**config.mk**
```make
export PLATFORM = sky130hd
export DESIGN_NAME = serial_subtractor
export DESIGN_NICKNAME = d
export VERILOG_FILES = /design/src/rtl/serial_arith_pkg.sv /design/src/rtl/full_subtractor.sv /design/src/rtl/serial_subtractor.sv
export SDC_FILE = /design/constraint.sdc
export NUM_CORES = 1
export LEC_CHECK = 0
export ABC_CLOCK_PERIOD_IN_PS = 1700
export CORE_MARGIN = 2
export CORE_UTILIZATION = 47
export DETAILED_ROUTE_END_ITERATION = 7
export GPL_TIMING_DRIVEN = 0
export PLACE_DENSITY = 0.78
export SYNTH_ARGS = -nofsm -noshare
export SYNTH_HDL_FRONTEND = slang
export SYNTH_SLANG_ARGS = --single-unit
export TNS_END_PERCENT = 50
```
**constraint.sdc**
```tcl
create_clock -name clk -period 1.7 [get_ports clk]
set_clock_uncertainty 0.1 [all_clocks]
set_input_delay 0.34 -clock clk [delete_from_list [all_inputs] [get_ports clk]]
set_output_delay 0.34 -clock clk [all_outputs]
set_load 0.05 [all_outputs]
```
**src/rtl/serial_arith_pkg.sv**
```systemverilog
// -----------------------------------------------------------------------------
// serial_arith_pkg
// Shared definitions for the bit-serial arithmetic blocks.
//   ser_state_t : controller states (IDLE, RUN, DONE)
//   cnt_width() : width of the bit counter that walks WIDTH operand bits
// -----------------------------------------------------------------------------
package serial_arith_pkg;

  typedef enum logic [1:0] {
    IDLE = 2'd0,
    RUN  = 2'd1,
    DONE = 2'd2
  } ser_state_t;

  function automatic int cnt_width(input int width);
    return $clog2(width);
  endfunction

endpackage

```
**src/rtl/full_subtractor.sv**
```systemverilog
// -----------------------------------------------------------------------------
// full_subtractor
// One-bit full-subtractor cell, purely combinational: computes a - b - bin.
//   a, b  : minuend / subtrahend bit
//   bin   : borrow in from the less significant bit
//   d     : difference bit
//   bout  : borrow out to the more significant bit
// -----------------------------------------------------------------------------
module full_subtractor (
  input  logic a,
  input  logic b,
  input  logic bin,
  output logic d,
  output logic bout
);

  assign d    = a ^ b ^ bin;
  assign bout = (~a & b) | (~a & bin) | (b & bin);

endmodule

```
**src/rtl/serial_subtractor.sv**
```systemverilog
// -----------------------------------------------------------------------------
// serial_subtractor
// Bit-serial, LSB-first two's-complement subtractor: diff = a - b (WIDTH bits).
// A single full_subtractor cell plus a borrow flop is reused for WIDTH cycles.
//   clk, rst            : clock, asynchronous active-high reset
//   start_valid/ready   : operand handshake; operands sampled on the accept edge
//   a, b                : minuend, subtrahend
//   result_valid/ready  : result handshake; result held while valid
//   diff                : a - b mod 2^WIDTH
//   borrow_out          : unsigned borrow (a < b as unsigned)
//   overflow            : signed overflow of a - b
// Timing: result_valid rises WIDTH cycles after the accept edge.
// -----------------------------------------------------------------------------
module serial_subtractor
  import serial_arith_pkg::*;
#(
  parameter int WIDTH = 8
) (
  input  logic             clk,
  input  logic             rst,
  input  logic             start_valid,
  output logic             start_ready,
  input  logic [WIDTH-1:0] a,
  input  logic [WIDTH-1:0] b,
  output logic             result_valid,
  input  logic             result_ready,
  output logic [WIDTH-1:0] diff,
  output logic             borrow_out,
  output logic             overflow
);

  localparam int CNT_W = cnt_width(WIDTH);

  ser_state_t       state_q,      state_d;
  logic [WIDTH-1:0] a_sh_q,       a_sh_d;
  logic [WIDTH-1:0] b_sh_q,       b_sh_d;
  logic [WIDTH-1:0] diff_sh_q,    diff_sh_d;
  logic [CNT_W-1:0] cnt_q,        cnt_d;
  logic             borrow_q,     borrow_d;
  logic             sign_a_q,     sign_a_d;
  logic             sign_b_q,     sign_b_d;
  logic [WIDTH-1:0] diff_q,       diff_d;
  logic             borrow_out_q, borrow_out_d;
  logic             overflow_q,   overflow_d;

  logic cell_d;
  logic cell_bout;

  full_subtractor u_cell (
    .a    (a_sh_q[0]),
    .b    (b_sh_q[0]),
    .bin  (borrow_q),
    .d    (cell_d),
    .bout (cell_bout)
  );

  always_comb begin
    // NOTE: every next-state signal gets a hold default before the case so no
    // path through this block leaves a value unassigned and infers a latch.
    state_d      = state_q;
    a_sh_d       = a_sh_q;
    b_sh_d       = b_sh_q;
    diff_sh_d    = diff_sh_q;
    cnt_d        = cnt_q;
    borrow_d     = borrow_q;
    sign_a_d     = sign_a_q;
    sign_b_d     = sign_b_q;
    diff_d       = diff_q;
    borrow_out_d = borrow_out_q;
    overflow_d   = overflow_q;

    unique case (state_q)
      IDLE: begin
        if (start_valid) begin
          a_sh_d   = a;
          b_sh_d   = b;
          borrow_d = 1'b0;
          cnt_d    = '0;
          sign_a_d = a[WIDTH-1];
          sign_b_d = b[WIDTH-1];
          state_d  = RUN;
        end
      end

      RUN: begin
        diff_sh_d = {cell_d, diff_sh_q[WIDTH-1:1]};
        a_sh_d    = a_sh_q >> 1;
        b_sh_d    = b_sh_q >> 1;
        borrow_d  = cell_bout;
        cnt_d     = cnt_q + 1'b1;
        if (cnt_q == CNT_W'(WIDTH - 1)) begin
          // Last cell evaluation is the MSB: both flags come straight from it.
          state_d      = DONE;
          diff_d       = {cell_d, diff_sh_q[WIDTH-1:1]};
          borrow_out_d = cell_bout;
          overflow_d   = (sign_a_q != sign_b_q) && (cell_d != sign_a_q);
        end
      end

      DONE: begin
        if (result_ready) begin
          state_d = IDLE;
        end
      end

      default: state_d = IDLE;
    endcase
  end

  // NOTE: sequential state uses non-blocking assignments so every register
  // samples its next value from the same pre-edge snapshot.
  always_ff @(posedge clk or posedge rst) begin
    if (rst) begin
      state_q      <= IDLE;
      a_sh_q       <= '0;
      b_sh_q       <= '0;
      diff_sh_q    <= '0;
      cnt_q        <= '0;
      borrow_q     <= 1'b0;
      sign_a_q     <= 1'b0;
      sign_b_q     <= 1'b0;
      diff_q       <= '0;
      borrow_out_q <= 1'b0;
      overflow_q   <= 1'b0;
    end else begin
      state_q      <= state_d;
      a_sh_q       <= a_sh_d;
      b_sh_q       <= b_sh_d;
      diff_sh_q    <= diff_sh_d;
      cnt_q        <= cnt_d;
      borrow_q     <= borrow_d;
      sign_a_q     <= sign_a_d;
      sign_b_q     <= sign_b_d;
      diff_q       <= diff_d;
      borrow_out_q <= borrow_out_d;
      overflow_q   <= overflow_d;
    end
  end

  // Handshake outputs decode from the state register only.
  assign start_ready  = (state_q == IDLE);
  assign result_valid = (state_q == DONE);
  assign diff         = diff_q;
  assign borrow_out   = borrow_out_q;
  assign overflow     = overflow_q;

endmodule

```
==> reports/metrics.csv <==
stage,metric,value,unit
run_status,status,finished clean,
yosys,synth_seq_cells,41,
global_routing,grt_pass1_wl,6640,um
timing,fmax,0.609,GHz
yosys,ys_async_sr_fraction,1.00,
yosys,ys_types,28,
timing,setup_tns,0,ps
global_routing,grt_max_degree,42,
finish,n_antenna_cell,0,
yosys,synthFlopType,dfrtp_1,
yosys,synth.top_cell.area_share,0.548,
yosys,syn_inst,160,
pwr,p_sw_frac,0.382,
setup_path,slowest_delay,420,ps
drt,wl,3900,um
pwr,switchingPower,1.75,mW
global_routing,track_usage,0.204,
floorplanning,floorplan.initialDensity,0.500,
timing,holdWs,386,ps
pwr,p_seq_frac,0.370,
floorplanning,io_pins,32,
setup_path,cp_common_cell,buf_6,
setup_path,critical_path_class,register to primary output,
setup_path,crit_path_max_fanout,4,
timing,setup_violations,0,
drt,wl_per_cell,15.4,um
clock_tree,cts_made_buffers,5,
clock_tree,ctsHoldBuffers,0,
pwr,clkPwrFrac,0.176,
setup_path,worst_setup_path_start_kind,register,
place,io_buffers,31,
pwr,p_leak,1.12,nW
drt,routed_via_density,5.44,
drt,drtPass1Iterations,4,
drt,drcViolationCount,0,
floorplanning,die_y,67.1,um
yosys,syn_avg_cell_area,11.7,um2
floorplanning,rows,22,
yosys,synth_edf_count,0,
yosys,yosysWarnings,0,
clock_tree,cts_buffer_depth,2,
global_routing,antenna_found_initial,0,
setup_path,cp_top_family,flip-flops,
floorplanning,die_area,4500,um2
finish,area_delta_synth_final,31.8,%
place,gp_congestion,0.769,
setup_path,critPathBufInv,3,
drt,drt_iter0_markers,80,
clock_tree,cts.reportedPaths.clkPinSlew,70,ps
global_routing,gr-total-overflow,0,
setup_path,critPathSlowestCell,dfrtp_1,
clock_tree,cts.sink_count,41,
setup_path,worstPathArrival,1200,ps
setup_path,critPathRequiredTime,1260,ps
clock_tree,insertion_delay,300,ps
yosys,synth_nets,183,
place,hpwlAfterDp,2610,um
global_routing,grt_pass1_vias,1371,
hold_path,worstHoldPathType,register to register,
pwr,vdd_drop_max,0.000991,V
timing,rsz0062_at_grt,no,
floorplanning,die_width,67.1,um
pwr,powerDensity,1850,nW/um2
finish,nets,228,
setup_path,crit_chain,buf_6 -> buf_8 -> nor2_4 -> buf_6,
timing,min_period,1640,ps
yosys,yosysSeqAreaShare,0.548,
clock_tree,cts_tree,built,
yosys,synth_area_leaders,"dfrtp_1, a22oi_1, mux2_2, nor2b_1, a21oi_1",
timing,drv_slew,0,
timing,final-hold-violation-count,0,
pwr,intPower,2.82,mW
drt,ant_nets,0,
pwr,comb_power_share,0.454,
yosys,syn_area,1870,um2
finish,fillCellCount,307,
timing,max_slew_margin,0.448,
clock_tree,ctsRootBufferMaster,clkbuf_8,
job,max-cap-violations,0,
timing,fin_crit_sh,0.965,
floorplanning,coreArea,3740,um2
drt,num_vias,1383,
timing,worst_pin_slew,826,ps
setup_path,endpoint_kind,primary output,
yosys,yosysTopAreaCell,dfrtp_1,
clock_tree,htreeDepth,2,
finish,layout-drive-gt1-share,0.228,
-- path summary, 6_finish.rpt --
kind | from | end | depth (start not counted) | slack [ps]
worst max-delay path | state_q[1]$_DFFE_PP0P_ | start_ready | 4 | 60
worst min-delay path | diff[7]$_DFFE_PP0P_ | diff[7]$_DFFE_PP0P_ | 2 | 390
worst max register to register | cnt_q[0]$_DFFE_PP0P_ | borrow_out$_DFFE_PP0P_ | 5 | 90
worst min register to register | diff[7]$_DFFE_PP0P_ | diff[7]$_DFFE_PP0P_ | 2 | 390
max in group asynchronous | rst | state_q[0]$_DFFE_PP0P_ | 2 | 500
min in group asynchronous | rst | diff[1]$_DFFE_PP0P_ | 2 | 430
-- cells in the mapped netlist, drive strengths merged, types with 2 or more instances --
cell	n
a21oi	16
a22o	3
a22oi	14
and2b	6
buf	9
clkbuf	2
dfrtp	41
ha	2
inv	3
mux2	17
nand2	5
nor2	2
nor2b	14
o21ai	19
-- stage by stage --
| step | total power [mW] | instance area (um2) | setup WS [ps] | instances | util |
|---|---|---|---|---|---|
| finish | 4.57 | 2470 | 59.0 | 254 | 0.659 |
| global route | 4.89 | 2470 | 11.7 | 254 | 0.659 |
| CTS | 4.56 | 2410 | -20.8 | 249 | 0.643 |
| detailed placement | 3.71 | 2240 | -438 | 239 | 0.600 |
| global placement | 3.61 | 2240 | -457 | 239 | 0.600 |
| floorplan | 3.11 | 1870 | 62.0 | 160 | - |
-- repair_timing --
item,in CTS,in global routing
setup endpoints to repair,17,16
gates resized for setup,38,9
pin swaps,1,1
buffers inserted,2,5
-- cell families (layout without fill, tap and decap cells) --
family,count (synthesis),count (layout),synth area share
DFF,41,41,0.548
muxes,17,17,0.106
AOI/OAI and AO/OA,55,55,0.178
adders and majority gates,3,3,0.0241
buffers and inverters,14,60,0.0461
and+or+nand+nor,30,30,0.0976
-- worst reg2reg max path: cells and delay by family (launching register included) --
kind                     cells  cell delay (ps)
multiplexers                 1              330
buffers and inverters        1              160
AND/OR/NAND/NOR              1              130
adder cells (fa/ha/maj)      2              370
flip-flops                   1              400
-- power by group through the flow --
stage	clock [mW]	sequential, mW	combinational, mW
finish	0.804	1.69	2.08
global route	0.870	1.76	2.26
CTS	0.828	1.70	2.03
detailed placement	0	1.72	2.00
global placement	0	1.68	1.93
floorplan	0	2.04	1.08
-- area by class of cell --
| class | count | area, um2 | share of cell area |
|---|---|---|---|
| clock buffers | 7 | 86.3 | 0.0350 |
| repair buffers | 38 | 355 | 0.144 |
| well taps | 48 | 60.1 | 0.0244 |
| multi-input cells | 105 | 783 | 0.318 |
| plain buffers | 11 | 113 | 0.0457 |
| flip-flops and latches | 41 | 1030 | 0.417 |
| inverters | 3 | 11.3 | 0.00457 |
| clock inverters | 1 | 30.0 | 0.0122 |
-- cells in the final DEF (no fill, tap or decap), types with 2 or more instances in the layout --
| cell | netlist | layout |
|---|---|---|
| dlygate4sd2_1 | 0 | 10 |
| a22oi_1 | 14 | 14 |
| clkbuf_8 | 0 | 6 |
| ha_2 | 0 | 2 |
| a21oi_1 | 16 | 16 |
| dfrtp_1 | 41 | 40 |
| mux2_4 | 2 | 2 |
| buf_6 | 3 | 8 |
| nand2_1 | 5 | 5 |
| o21ai_0 | 12 | 12 |
| a22o_1 | 3 | 3 |
| buf_4 | 1 | 9 |
| o21ai_1 | 7 | 7 |
| and2b_1 | 5 | 5 |
| clkdlybuf4s50_1 | 0 | 18 |
| inv_1 | 3 | 2 |
| mux2_1 | 6 | 6 |
| clkbuf_4 | 0 | 2 |
| nor2b_1 | 14 | 14 |
| mux2_2 | 9 | 9 |
-- routing by layer --
layer	up-vias	part of all wire	global-route usage
met2	32	0.51	0.327
met4	0	0.013	0.0612
met3	7	0.052	0.0608
met1	686	0.43	0.268
met5	-	0	0
li1	658	-	-
-- registers in the layout (all words and copies together), names as in the netlist --
signal	count
a_sh_q	8
b_sh_q	8
diff	8
diff_sh_q	7
cnt_q	3
state_q	2
borrow_out	1
borrow_q	1
overflow	1
sign_a_q	1
sign_b_q	1
Note: power is estimated with default switching activity, not from simulation.
